`src/rtl/inst_fetch_resp_pkg.sv`:
```
// -----------------------------------------------------------------------------
// inst_fetch_resp_pkg
// Shared types and constants for the instruction fetch responder.
//   - bus / instruction widths
//   - active levels of the reset, jump and hold controls
//   - FSM state encoding (IDLE/REQ/RESP/DROP, 2-bit)
//   - default NOP instruction returned for an abandoned fetch
// Optional feature macro used by the design: FETCH_TIMEOUT_EN.
// -----------------------------------------------------------------------------
package inst_fetch_resp_pkg;

  localparam int INST_ADDR_WIDTH = 32;
  localparam int INST_WIDTH      = 32;

  // Active levels of the pipeline control inputs.
  localparam logic       RST_ACTIVE  = 1'b1;
  localparam logic       JUMP_ACTIVE = 1'b1;
  localparam logic [1:0] HOLD_NONE   = 2'b00;
  localparam logic [1:0] HOLD_STALL  = 2'b01;

  // addi x0, x0, 0
  localparam logic [INST_WIDTH-1:0] NOP_INST_DEFAULT = 32'h0000_0013;
  localparam int                    TIMEOUT_DEFAULT  = 16;

  typedef enum logic [1:0] {
    FETCH_IDLE = 2'd0,
    FETCH_REQ  = 2'd1,
    FETCH_RESP = 2'd2,
    FETCH_DROP = 2'd3
  } fetch_state_e;

  // A bus read is in flight in these states; mem_req_o is asserted.
  function automatic logic bus_busy(input fetch_state_e s);
    return (s == FETCH_REQ) || (s == FETCH_DROP);
  endfunction

endpackage

```
`src/rtl/inst_fetch_resp_if.sv`:
```
// -----------------------------------------------------------------------------
// inst_fetch_resp_if
// Instruction memory read bus between the fetch responder and memory.
// Signal names are from the fetch responder's point of view.
//   mem_req_o    read request, held until mem_ack_i
//   mem_addr_o   read address, stable while mem_req_o is high
//   mem_ack_i    read data valid, single-cycle pulse
//   mem_rdata_i  read data, valid with mem_ack_i
// Modports: master (fetch responder), slave (memory).
// Handshake: a request, once raised, is never withdrawn before its ack
// (except by reset or the optional fetch timeout); exactly one ack pulse
// completes it, and at most one request is outstanding.
// -----------------------------------------------------------------------------
interface inst_fetch_resp_if;
  import inst_fetch_resp_pkg::*;

  logic                        mem_req_o;
  logic [INST_ADDR_WIDTH-1:0]  mem_addr_o;
  logic                        mem_ack_i;
  logic [INST_WIDTH-1:0]       mem_rdata_i;

  modport master (
    output mem_req_o,
    output mem_addr_o,
    input  mem_ack_i,
    input  mem_rdata_i
  );

  modport slave (
    input  mem_req_o,
    input  mem_addr_o,
    output mem_ack_i,
    output mem_rdata_i
  );

endinterface

```
`src/rtl/fetch_wait_cnt.sv`:
```
// -----------------------------------------------------------------------------
// fetch_wait_cnt
// Counts bus-wait cycles of an outstanding fetch for the timeout feature
// (only instantiated when FETCH_TIMEOUT_EN is defined).
// Ports:
//   clk, rst     clock, asynchronous active-high reset
//   clear_i      restart the count (entry into a bus-wait state)
//   count_i      one more cycle waited without an ack
//   expired_o    count has reached TIMEOUT-1
// The count saturates at TIMEOUT-1 so expired_o stays up until cleared.
// -----------------------------------------------------------------------------
module fetch_wait_cnt #(
  parameter int TIMEOUT = 16
) (
  input  logic clk,
  input  logic rst,
  input  logic clear_i,
  input  logic count_i,
  output logic expired_o
);

  localparam int CW = (TIMEOUT > 2) ? $clog2(TIMEOUT) : 1;
  localparam logic [CW-1:0] LAST = CW'(TIMEOUT - 1);

  logic [CW-1:0] cnt_q;
  logic [CW-1:0] cnt_d;

  assign expired_o = (cnt_q == LAST);

  always_comb begin
    cnt_d = cnt_q;
    if (clear_i) begin
      cnt_d = '0;
    end else if (count_i && !expired_o) begin
      cnt_d = cnt_q + 1'b1;
    end
  end

  always_ff @(posedge clk or posedge rst) begin
    if (rst) begin
      cnt_q <= '0;
    end else begin
      cnt_q <= cnt_d;
    end
  end

endmodule

```
`src/rtl/inst_fetch_resp.sv`:
```
// -----------------------------------------------------------------------------
// inst_fetch_resp
// Fetch responder between the pc stage and the instruction memory bus.
// Accepts one fetch address from pc, performs one req/ack read on the bus
// and presents the instruction plus its address to the pc/ID boundary.
// At most one fetch is outstanding; jump flushes, hold stalls the result.
//
// Ports:
//   clk, rst       clock (rising edge), asynchronous active-high reset
//   pc_i           fetch address
//   pc_valid_i     pc_i valid; accepted when pc_valid_i && fetch_rdy_o
//   fetch_rdy_o    responder can take a new address this cycle
//   jump_i         flush the current fetch/result
//   hold_i         HOLD_STALL keeps the presented result
//   mem            instruction bus (master modport)
//   inst_o         fetched instruction (NOP_INST after reset/timeout)
//   inst_addr_o    address of inst_o
//   inst_valid_o   inst_o/inst_addr_o valid
//   fetch_err_o    inst_o is NOP_INST from an abandoned fetch
//   state_o        current FSM state (debug)
//
// Configuration macro: FETCH_TIMEOUT_EN -- abandon a bus read after TIMEOUT
// wait cycles. Without it REQ/DROP wait indefinitely and fetch_err_o is 0.
//
// Handshake: pc side is valid/ready, transfer when both are high in the same
// cycle; bus side holds mem_req_o and mem_addr_o until a one-cycle mem_ack_i.
// -----------------------------------------------------------------------------
module inst_fetch_resp
  import inst_fetch_resp_pkg::*;
#(
  parameter int                    TIMEOUT  = TIMEOUT_DEFAULT,
  parameter logic [INST_WIDTH-1:0] NOP_INST = NOP_INST_DEFAULT
) (
  input  logic                        clk,
  input  logic                        rst,
  input  logic [INST_ADDR_WIDTH-1:0]  pc_i,
  input  logic                        pc_valid_i,
  output logic                        fetch_rdy_o,
  input  logic                        jump_i,
  input  logic [1:0]                  hold_i,
  inst_fetch_resp_if.master           mem,
  output logic [INST_WIDTH-1:0]       inst_o,
  output logic [INST_ADDR_WIDTH-1:0]  inst_addr_o,
  output logic                        inst_valid_o,
  output logic                        fetch_err_o,
  output fetch_state_e                state_o
);

  if (TIMEOUT < 2) begin : g_bad_timeout
    $error("inst_fetch_resp: TIMEOUT must be at least 2");
  end

  fetch_state_e                state_q, state_d;
  logic [INST_ADDR_WIDTH-1:0]  addr_q, addr_d;
  logic [INST_WIDTH-1:0]       inst_q, inst_d;
  logic [INST_ADDR_WIDTH-1:0]  inst_addr_q, inst_addr_d;
  logic                        err_q, err_d;
  logic                        rdy;
  logic                        timeout;

  logic jump;
  logic hold;
  logic ack;

  assign jump = (jump_i == JUMP_ACTIVE);
  assign hold = (hold_i == HOLD_STALL);
  // Acks outside REQ/DROP are protocol errors; masking here ignores them.
  assign ack  = mem.mem_ack_i && bus_busy(state_q);

  // ---------------------------------------------------------------------------
  // Optional bus-wait timeout
  // ---------------------------------------------------------------------------
`ifdef FETCH_TIMEOUT_EN
  logic wait_clear;
  logic wait_count;
  logic wait_expired;

  // Restart on every entry into a bus-wait state, including REQ->DROP and
  // the back-to-back RESP->REQ path.
  assign wait_clear = bus_busy(state_d) && (state_d != state_q);
  assign wait_count = bus_busy(state_q) && !mem.mem_ack_i;
  assign timeout    = bus_busy(state_q) && wait_expired && !mem.mem_ack_i;

  fetch_wait_cnt #(
    .TIMEOUT (TIMEOUT)
  ) u_fetch_wait_cnt (
    .clk       (clk),
    .rst       (rst),
    .clear_i   (wait_clear),
    .count_i   (wait_count),
    .expired_o (wait_expired)
  );
`else
  assign timeout = 1'b0;
`endif

  // ---------------------------------------------------------------------------
  // FSM next state and output register updates
  // ---------------------------------------------------------------------------
  always_comb begin
    state_d     = state_q;
    addr_d      = addr_q;
    inst_d      = inst_q;
    inst_addr_d = inst_addr_q;
    err_d       = err_q;
    rdy         = 1'b0;

    unique case (state_q)
      FETCH_IDLE: begin
        rdy = 1'b1;
        if (pc_valid_i) begin
          addr_d  = pc_i;
          state_d = FETCH_REQ;
        end
      end

      FETCH_REQ: begin
        if (ack) begin
          if (jump) begin
            // Flushed in the ack cycle: the data is simply dropped.
            state_d = FETCH_IDLE;
          end else begin
            inst_d      = mem.mem_rdata_i;
            inst_addr_d = addr_q;
            err_d       = 1'b0;
            state_d     = FETCH_RESP;
          end
        end else if (jump) begin
          // The request cannot be withdrawn, so wait for its ack in DROP.
          // If the read is being abandoned anyway, there is nothing to drain.
          state_d = timeout ? FETCH_IDLE : FETCH_DROP;
        end else if (timeout) begin
          inst_d      = NOP_INST;
          inst_addr_d = addr_q;
          err_d       = 1'b1;
          state_d     = FETCH_RESP;
        end
      end

      FETCH_DROP: begin
        if (ack || timeout) begin
          state_d = FETCH_IDLE;
        end
      end

      FETCH_RESP: begin
        if (jump) begin
          // Flush wins over hold and over a same-cycle accept.
          state_d = FETCH_IDLE;
        end else if (!hold) begin
          rdy = 1'b1;
          if (pc_valid_i) begin
            addr_d  = pc_i;
            state_d = FETCH_REQ;
          end else begin
            state_d = FETCH_IDLE;
          end
        end
      end

      default: state_d = FETCH_IDLE;
    endcase
  end

  always_ff @(posedge clk or posedge rst) begin
    if (rst) begin
      state_q     <= FETCH_IDLE;
      addr_q      <= '0;
      inst_q      <= NOP_INST;
      inst_addr_q <= '0;
      err_q       <= 1'b0;
    end else begin
      state_q     <= state_d;
      addr_q      <= addr_d;
      inst_q      <= inst_d;
      inst_addr_q <= inst_addr_d;
      err_q       <= err_d;
    end
  end

  // ---------------------------------------------------------------------------
  // Outputs: decoded from registered state so reset clears them at once.
  // ---------------------------------------------------------------------------
  assign mem.mem_req_o  = bus_busy(state_q);
  assign mem.mem_addr_o = addr_q;

  // Not ready while reset is held, even though the state reads IDLE.
  assign fetch_rdy_o  = rdy && (rst != RST_ACTIVE);
  assign inst_o       = inst_q;
  assign inst_addr_o  = inst_addr_q;
  assign inst_valid_o = (state_q == FETCH_RESP);
  assign fetch_err_o  = err_q;
  assign state_o      = state_q;

endmodule
```
`src/flat_wrapper.sv`:
```
// flat-port wrapper written by rule: the top's interface ports become plain ports
module inst_fetch_resp_flat import inst_fetch_resp_pkg::*;
#(
  parameter int                    TIMEOUT  = TIMEOUT_DEFAULT,
  parameter logic [INST_WIDTH-1:0] NOP_INST = NOP_INST_DEFAULT
)
  (clk, rst, pc_i, pc_valid_i, fetch_rdy_o, jump_i, hold_i, inst_o, inst_addr_o, inst_valid_o, fetch_err_o, state_o, mem_mem_req_o, mem_mem_addr_o, mem_mem_ack_i, mem_mem_rdata_i);
  inst_fetch_resp_if mem_i ();
  input  logic clk;
  input  logic rst;
  input  logic [INST_ADDR_WIDTH-1:0] pc_i;
  input  logic pc_valid_i;
  output logic fetch_rdy_o;
  input  logic jump_i;
  input  logic [1:0] hold_i;
  output logic [INST_WIDTH-1:0] inst_o;
  output logic [INST_ADDR_WIDTH-1:0] inst_addr_o;
  output logic inst_valid_o;
  output logic fetch_err_o;
  output fetch_state_e state_o;
  output wire logic [$bits(mem_i.mem_req_o)-1:0] mem_mem_req_o;
  output wire logic [$bits(mem_i.mem_addr_o)-1:0] mem_mem_addr_o;
  input wire logic [$bits(mem_i.mem_ack_i)-1:0] mem_mem_ack_i;
  input wire logic [$bits(mem_i.mem_rdata_i)-1:0] mem_mem_rdata_i;
  assign mem_mem_req_o = mem_i.mem_req_o;
  assign mem_mem_addr_o = mem_i.mem_addr_o;
  assign mem_i.mem_ack_i = mem_mem_ack_i;
  assign mem_i.mem_rdata_i = mem_mem_rdata_i;
  inst_fetch_resp #(.TIMEOUT(TIMEOUT), .NOP_INST(NOP_INST)) u_core (.clk(clk), .rst(rst), .pc_i(pc_i), .pc_valid_i(pc_valid_i), .fetch_rdy_o(fetch_rdy_o), .jump_i(jump_i), .hold_i(hold_i), .mem(mem_i), .inst_o(inst_o), .inst_addr_o(inst_addr_o), .inst_valid_o(inst_valid_o), .fetch_err_o(fetch_err_o), .state_o(state_o));
endmodule
```
`config.mk`:
```
export PLATFORM = sky130hd
export DESIGN_NAME = inst_fetch_resp_flat
export DESIGN_NICKNAME = d
export VERILOG_FILES = /design/src/rtl/inst_fetch_resp_pkg.sv /design/src/rtl/inst_fetch_resp_if.sv /design/src/rtl/fetch_wait_cnt.sv /design/src/rtl/inst_fetch_resp.sv /design/src/flat_wrapper.sv
export SDC_FILE = /design/constraint.sdc
export NUM_CORES = 1
export LEC_CHECK = 0
export CORE_ASPECT_RATIO = 0.8
export CORE_UTILIZATION = 42
export DETAILED_ROUTE_END_ITERATION = 8
export PLACE_DENSITY = 0.78
export SYNTH_ARGS = -nofsm -noshare
export SYNTH_HDL_FRONTEND = slang
export SYNTH_SLANG_ARGS = --single-unit
```
`constraint.sdc`:
```
create_clock -name clk -period 4.1 [get_ports clk]
set_input_delay 0.82 -clock clk [delete_from_list [all_inputs] [get_ports clk]]
set_output_delay 0.82 -clock clk [all_outputs]
set_load 0.005 [all_outputs]
```
==> results of run 1 <==
final cells by class:
cell class	instances	share of cell area [%]
Clock buffer	11	4.10
Timing Repair Buffer	177	29.7
Sequential cell	98	41.5
Inverter	2	0.169
Clock inverter	5	0.656
Multi-Input combinational cell	177	21.5
Tap cell	112	2.37
where the power goes:
part	total [mW]	internal, mW	leakage, nW	switching [mW]
logic	1.57	1.07	1.19	0.497
clock network	0.782	0.433	0.137	0.349
registers	1.65	1.40	1.20	0.249
total	4.00	2.90	2.52	1.10
cells by family after synthesis:
family,Yosys count,synth area share [%]
DFF,98,63.4
and+or+nand+nor,76,8.18
buffers and inverters,25,3.85
AOI/OAI and AO/OA,36,5.82
muxes,64,18.6
other,1,0.0969
flip-flops by register name (all words and copies together) (netlist names):
name,count
u_core.inst_addr_o,32
u_core.inst_o,32
u_core.state_o,2
u_core.mem.mem_addr_o,32
worst paths after layout:
path | start | endpoint | slack (ns) | depth (start not counted)
setup / recovery | jump_i | fetch_rdy_o | 1.08 | 5
hold / removal | u_core.inst_o[30] | u_core.inst_o[30] | 0.50 | 1
max in group asynchronous | rst | u_core.inst_addr_o[1] | 2.17 | 3
setup reg to reg | u_core.state_o[0] | u_core.inst_o[11] | 2.23 | 4
hold reg to reg | u_core.inst_o[30] | u_core.inst_o[30] | 0.50 | 1
min in group asynchronous | rst | u_core.mem.mem_addr_o[19] | 1.12 | 2
per-layer routing:
layer | track usage [%] | part of all wire (%)
met5 | 0 | 0
met4 | 4.12 | 0.59
met3 | 7.89 | 7.8
met2 | 33.4 | 49
met1 | 26.5 | 43
layout by cell type, fill, tap and decap left out, drive strengths merged:
cell           count
a21oi              1
a2bb2oi            1
and2b              1
and3               1
buf                6
clkbuf            11
clkdlybuf4s50    171
clkinv             2
clkinvlp           1
conb               1
dfrtp             95
dfstp              3
inv                4
mux2              64
nand2             65
nand2b             2
nor2               4
nor2b              1
nor3               1
o21ai              1
o22ai             33
or3b               1
==> reports/metrics.yaml, run 1 <==
final_layout:
  diodes: 0
  fin_util_pct: 67.9
  seq_area_um2: 2460
  multi_input_area_um2: 1270
  design_area_um2: 5910
  nNetsFinal: 536
  drive_gt1_share_pct: 18.5
  n_fill_cell: 661
  fin_cells: 582
  syn_to_final_growth_pct: 52.8
routing:
  ant_nets: 0
  routed_wl_mm: 9.53
  drt_drc_violations_left: 0
  wl_per_cell_um: 16.4
  via_per_inst: 5.02
  vias: 2920
  dr.pass1.iters: 4
  drtIter0Drc: 114
critical_path:
  cp.required_ns: 3.28
  cp_max_fo: 4
  cp_cell_sequence: "clkdlybuf4s50_1, nor2_1, a21oi_2, nor2_1, clkdlybuf4s50_1"
  path_buf_inv: 2
  cp_top_family: "buffers and inverters"
  worstSetupPathType: "in -> out"
  cp_slowest_cell: "clkdlybuf4s50_1"
  critPathMaxStageDelay_ns: 0.50
  cp.arrival_ns: 2.20
  start_kind: "primary input"
  cp-end-kind: "output pin"
synth:
  synth_area_um2: 3870
  synth_flop_cell: "dfrtp_1"
  syn_nets: 371
  yosysMostFrequentCell: "dfrtp_1"
  ys_ff_latch: 98
  synthCells: 300
  synth_edf_count: 0
  ys_top_cells_by_count: "dfrtp_1, nand2_1, mux2_2, o22ai_1, clkbuf_1"
  synth_area_leaders: "dfrtp_1, mux2_2, nand2_1, o22ai_1, dfstp_2"
  synthDistinctLibCells: 22
  synth_top_area_share_pct: 61.4
  yosysSeqAreaShare_pct: 63.4
  synth_area_leader_cell: "dfrtp_1"
  synth-warning-count: 0
  synthArstFlopShare_pct: 100
  avgSynthCellArea_um2: 12.9
die:
  die-area_um2: 9610
  io_pins: 173
  fp.dieH_um: 87.9
  num_rows: 30
  start_util_pct: 44.5
  fp.dieW_um: 109
  fp.coreArea_um2: 8710
clock_network:
  clk_latency_ns: 0.33
  cts_max_level: 3
  cts_tree: "built"
  clockBufferDepth: 2
  cts_resized: 0
  cts_buffers: 9
  clock_tree.root_cell: "clkbuf_16"
  clkTransAtPathRegs_ns: 0.07
  cts_hold_buf: 0
  numClockSinks: 98
  cts_setup_buffers: 0
sta:
  fmax_ghz: 0.331
  tightestPinTransition_ns: 0.971
  whs_ns: 0.495
  finalSetupViolations: 0
  slew_viol_final: 0
  rsz0062_at_grt: "false"
  slew_headroom_pct: 35.3
  finClkSkew_ns: 0.00984
  hold_viol: 0
  period_share_pct: 73.8
  fin_ws_ns: 1.08
  fin_crit_ns: 3.02
  fin_setup_tns_ns: 0
placement:
  dpl.hpwl_mm: 6.57
  dpl_cell_area_um2: 5630
  dp_cells: 566
  dp_slack_ns: 1.09
  gp_congestion: 0.764
  port_buffers: 171
global_route:
  grt_max_degree: 82
  grt_pass1_wl_mm: 15.0
  grt-ovfl-total: 0
  grt_usage_pct: 20.6
  antenna_found_initial: 0
  grt_pass1_vias: 2938
status:
  outcome: "finished, final reports clean"
pwr:
  power.total_mw: 4.00
  p_leak_nw: 2.52
  irDropWorstVdd_mv: 0.417
  pwr_density_cell_nw_per_um2: 676
min_path:
  min_path_type: "reg -> reg"
job:
  cap_violations: 0
(Power assumes the default switching activity.)
==> run 2: changes to the inputs <==
Settings changed: CORE_UTILIZATION 42 to 38, PLACE_DENSITY 0.78 to 0.74.
Clock period 4.1 ns to 2.5 ns, I/O delays scaled along.
==> run 2 against run 1 <==
Net effect: register-to-register slack got worse by 1.4 ns; routed wire length grew 1.5%; clock skew fell by 0.0061 ns; hold slack worse by 0.0087 ns; sequential power grew 64%; power grew 74%; largest cell class unchanged; cell area increased by 2.6%; clock-buffer cell count decreased by 1; sequential share of layout area is 1.1 points lower; critical endpoint unchanged; combinational power up 64%; die area rose by 10%; global-route usage down 1.4 points.
==> reports/metrics.yaml, run 2 (synthesis results as in run 1) <==
clock_network:
  numClockSinks: 98  # unchanged
  cts_buffers: 9  # unchanged
  clkTransAtPathRegs_ns: 0.06  # about the same
  cts_resized: 0  # unchanged
  cts_tree: "built"
  cts_hold_buf: 0  # unchanged
  clock_tree.root_cell: "clkbuf_16"
  clk_latency_ns: 0.34  # about the same
  cts_setup_buffers: 0  # unchanged
  cts_max_level: 3  # unchanged
  clockBufferDepth: 2  # unchanged
pwr:
  pwr-share-seq_pct: 38.9  # -2.3 points
  p_leak_nw: 2.57  # +2.0%
  pwr-share-clk_pct: 24.1  # +4.5 points
  swShare_pct: 26.0  # -1.4 points
  irDropWorstVdd_mv: 0.869  # +110%
  pwr-share-comb_pct: 37.0  # -2.2 points
  switchingPower_mw: 1.80  # +65%
  internal_power_mw: 5.14  # +77%
  pwr_density_cell_nw_per_um2: 1140  # +69%
final_layout:
  final_cell_mix: "clkdlybuf4s50_1, dfrtp_1, nand2_1"
  multi_input_area_um2: 1280  # +0.59%
  fin_util_pct: 62.1  # -5.8 points
  syn_to_final_growth_pct: 56.8
  seq_area_um2: 2460  # unchanged
  layout.cells.most_common: "clkdlybuf4s50_1"
  n_fill_cell: 811  # +23%
  nNetsFinal: 537  # +0.19%
  design_area_um2: 6070  # +2.6%
  drive_gt1_share_pct: 18.7  # +0.17 points
  diodes: 0  # unchanged
global_route:
  grtUsageMet2_pct: 30.6  # -2.8 points
  grt_pass1_wl_mm: 15.4  # +2.7%
  grt_pass1_vias: 3101  # +5.5%
  grt_max_degree: 99  # +21%
  met3_usage_pct: 7.87  # -0.022 points
  grtUsageMet1_pct: 23.4  # -3.1 points
  grt-busiest-layer: "met2"
  antenna_found_initial: 0  # unchanged
  grt_usage_pct: 19.1  # -1.4 points
  grt-ovfl-total: 0  # unchanged
sta:
  slew_headroom_pct: 51.5  # +16 points
  hold_viol: 0  # unchanged
  fin_crit_ns: 2.36
  period_share_pct: 94.6
  fin_setup_tns_ns: 0  # unchanged
  whs_ns: 0.487  # -0.00869 ns
  rsz0062_at_grt: "false"
  fmax_ghz: 0.423
  finalSetupViolations: 0  # unchanged
  finClkSkew_ns: 0.00374  # -0.00610 ns
  tightestPinTransition_ns: 0.728  # -0.243 ns
  slew_viol_final: 0  # unchanged
critical_path:
  cp.required_ns: 2.00  # -1.28 ns
  critPathMaxStageDelay_ns: 0.51  # about the same
  cp_slowest_cell: "clkdlybuf4s50_1"
  cp-end-kind: "output pin"
  path_buf_inv: 2  # unchanged
  cp.arrival_ns: 1.86  # -0.34 ns
  worstSetupPathType: "in -> out"
  cp_max_fo: 2  # -2
  cp_cell_sequence: "clkdlybuf4s50_1, nor2_1, a21oi_4, nor2_1, clkdlybuf4s50_1"
  start_kind: "primary input"
  cp_top_family: "buffers and inverters"
routing:
  via_per_inst: 4.90  # -2.4%
  routed_wl_mm: 9.68  # +1.5%
  drtIter0Drc: 116  # +1.8%
  vias: 2973  # +1.8%
  wl_per_cell_um: 15.9  # -2.6%
  drt_drc_violations_left: 0  # unchanged
  ant_nets: 0  # unchanged
  dr.pass1.iters: 6  # +2
die:
  io_pins: 173  # unchanged
  fp.coreArea_um2: 9770  # +12%
  num_rows: 32  # +6.7%
  die-area_um2: 10600  # +10%
  start_util_pct: 39.6  # -4.8 points
  fp.dieW_um: 115  # +5.0%
  fp.dieH_um: 92.3  # +5.0%
status:
  outcome: "finished, final reports clean"
placement:
  dpl.hpwl_mm: 6.49  # -1.2%
  port_buffers: 171  # unchanged
  gp_congestion: 0.821  # +7.5%
  dpl_cell_area_um2: 5700  # +1.3%
min_path:
  min_path_type: "reg -> reg"
job:
  cap_violations: 0  # unchanged
-- run 2: final timing paths --
check                                  startpoint                   endpoint  slack (ns)  depth (start not counted)
worst max-delay path                       jump_i                fetch_rdy_o        0.14                          5
worst min-delay path            u_core.inst_o[30]          u_core.inst_o[30]        0.49                          1
worst max register to register  u_core.state_o[0]  u_core.mem.mem_addr_o[25]        0.81                          3
worst min register to register  u_core.inst_o[30]          u_core.inst_o[30]        0.49                          1
max in group asynchronous                     rst           u_core.inst_o[4]        1.42                          3
min in group asynchronous                     rst     u_core.inst_addr_o[19]        0.69                          3
-- run 2: layer usage --
metal | wire, um | vias to the layer above
li1 | - | 1357
met2 | 4600 | 133
met3 | 820 | 11
met5 | 0 | -
met4 | 133 | 0
met1 | 4120 | 1472
-- run 2: area by class of cell --
type | instances | share of cell area [%]
Tap cell | 136 | 2.80
Multi-Input combinational cell | 177 | 21.0
Sequential cell | 98 | 40.5
Timing Repair Buffer | 178 | 29.5
Clock inverter | 6 | 2.27
Clock buffer | 10 | 3.77
Inverter | 2 | 0.185
-- run 2: power by group through the flow --
stage                     Clock, mW  Sequential, mW  Combinational, mW
after floorplan                   0            2.74              0.822
after global placement            0            2.70               2.54
after detailed placement          0            2.73               2.59
after CTS                      1.72            2.71               2.61
after global routing           1.79            2.80               2.77
final                          1.68            2.70               2.57
-- run 2: metrics by stage --
step / total power, mW / setup slack [ns] / instances
2_1_floorplan: 3.57 / 0.759 / 300
6_report: 6.95 / 0.135 / 607
3_5_place_dp: 5.33 / 0.131 / 591
3_3_place_gp: 5.24 / 0.214 / 591
4_1_cts: 7.04 / 0.136 / 607
5_1_grt: 7.35 / 0.107 / 607
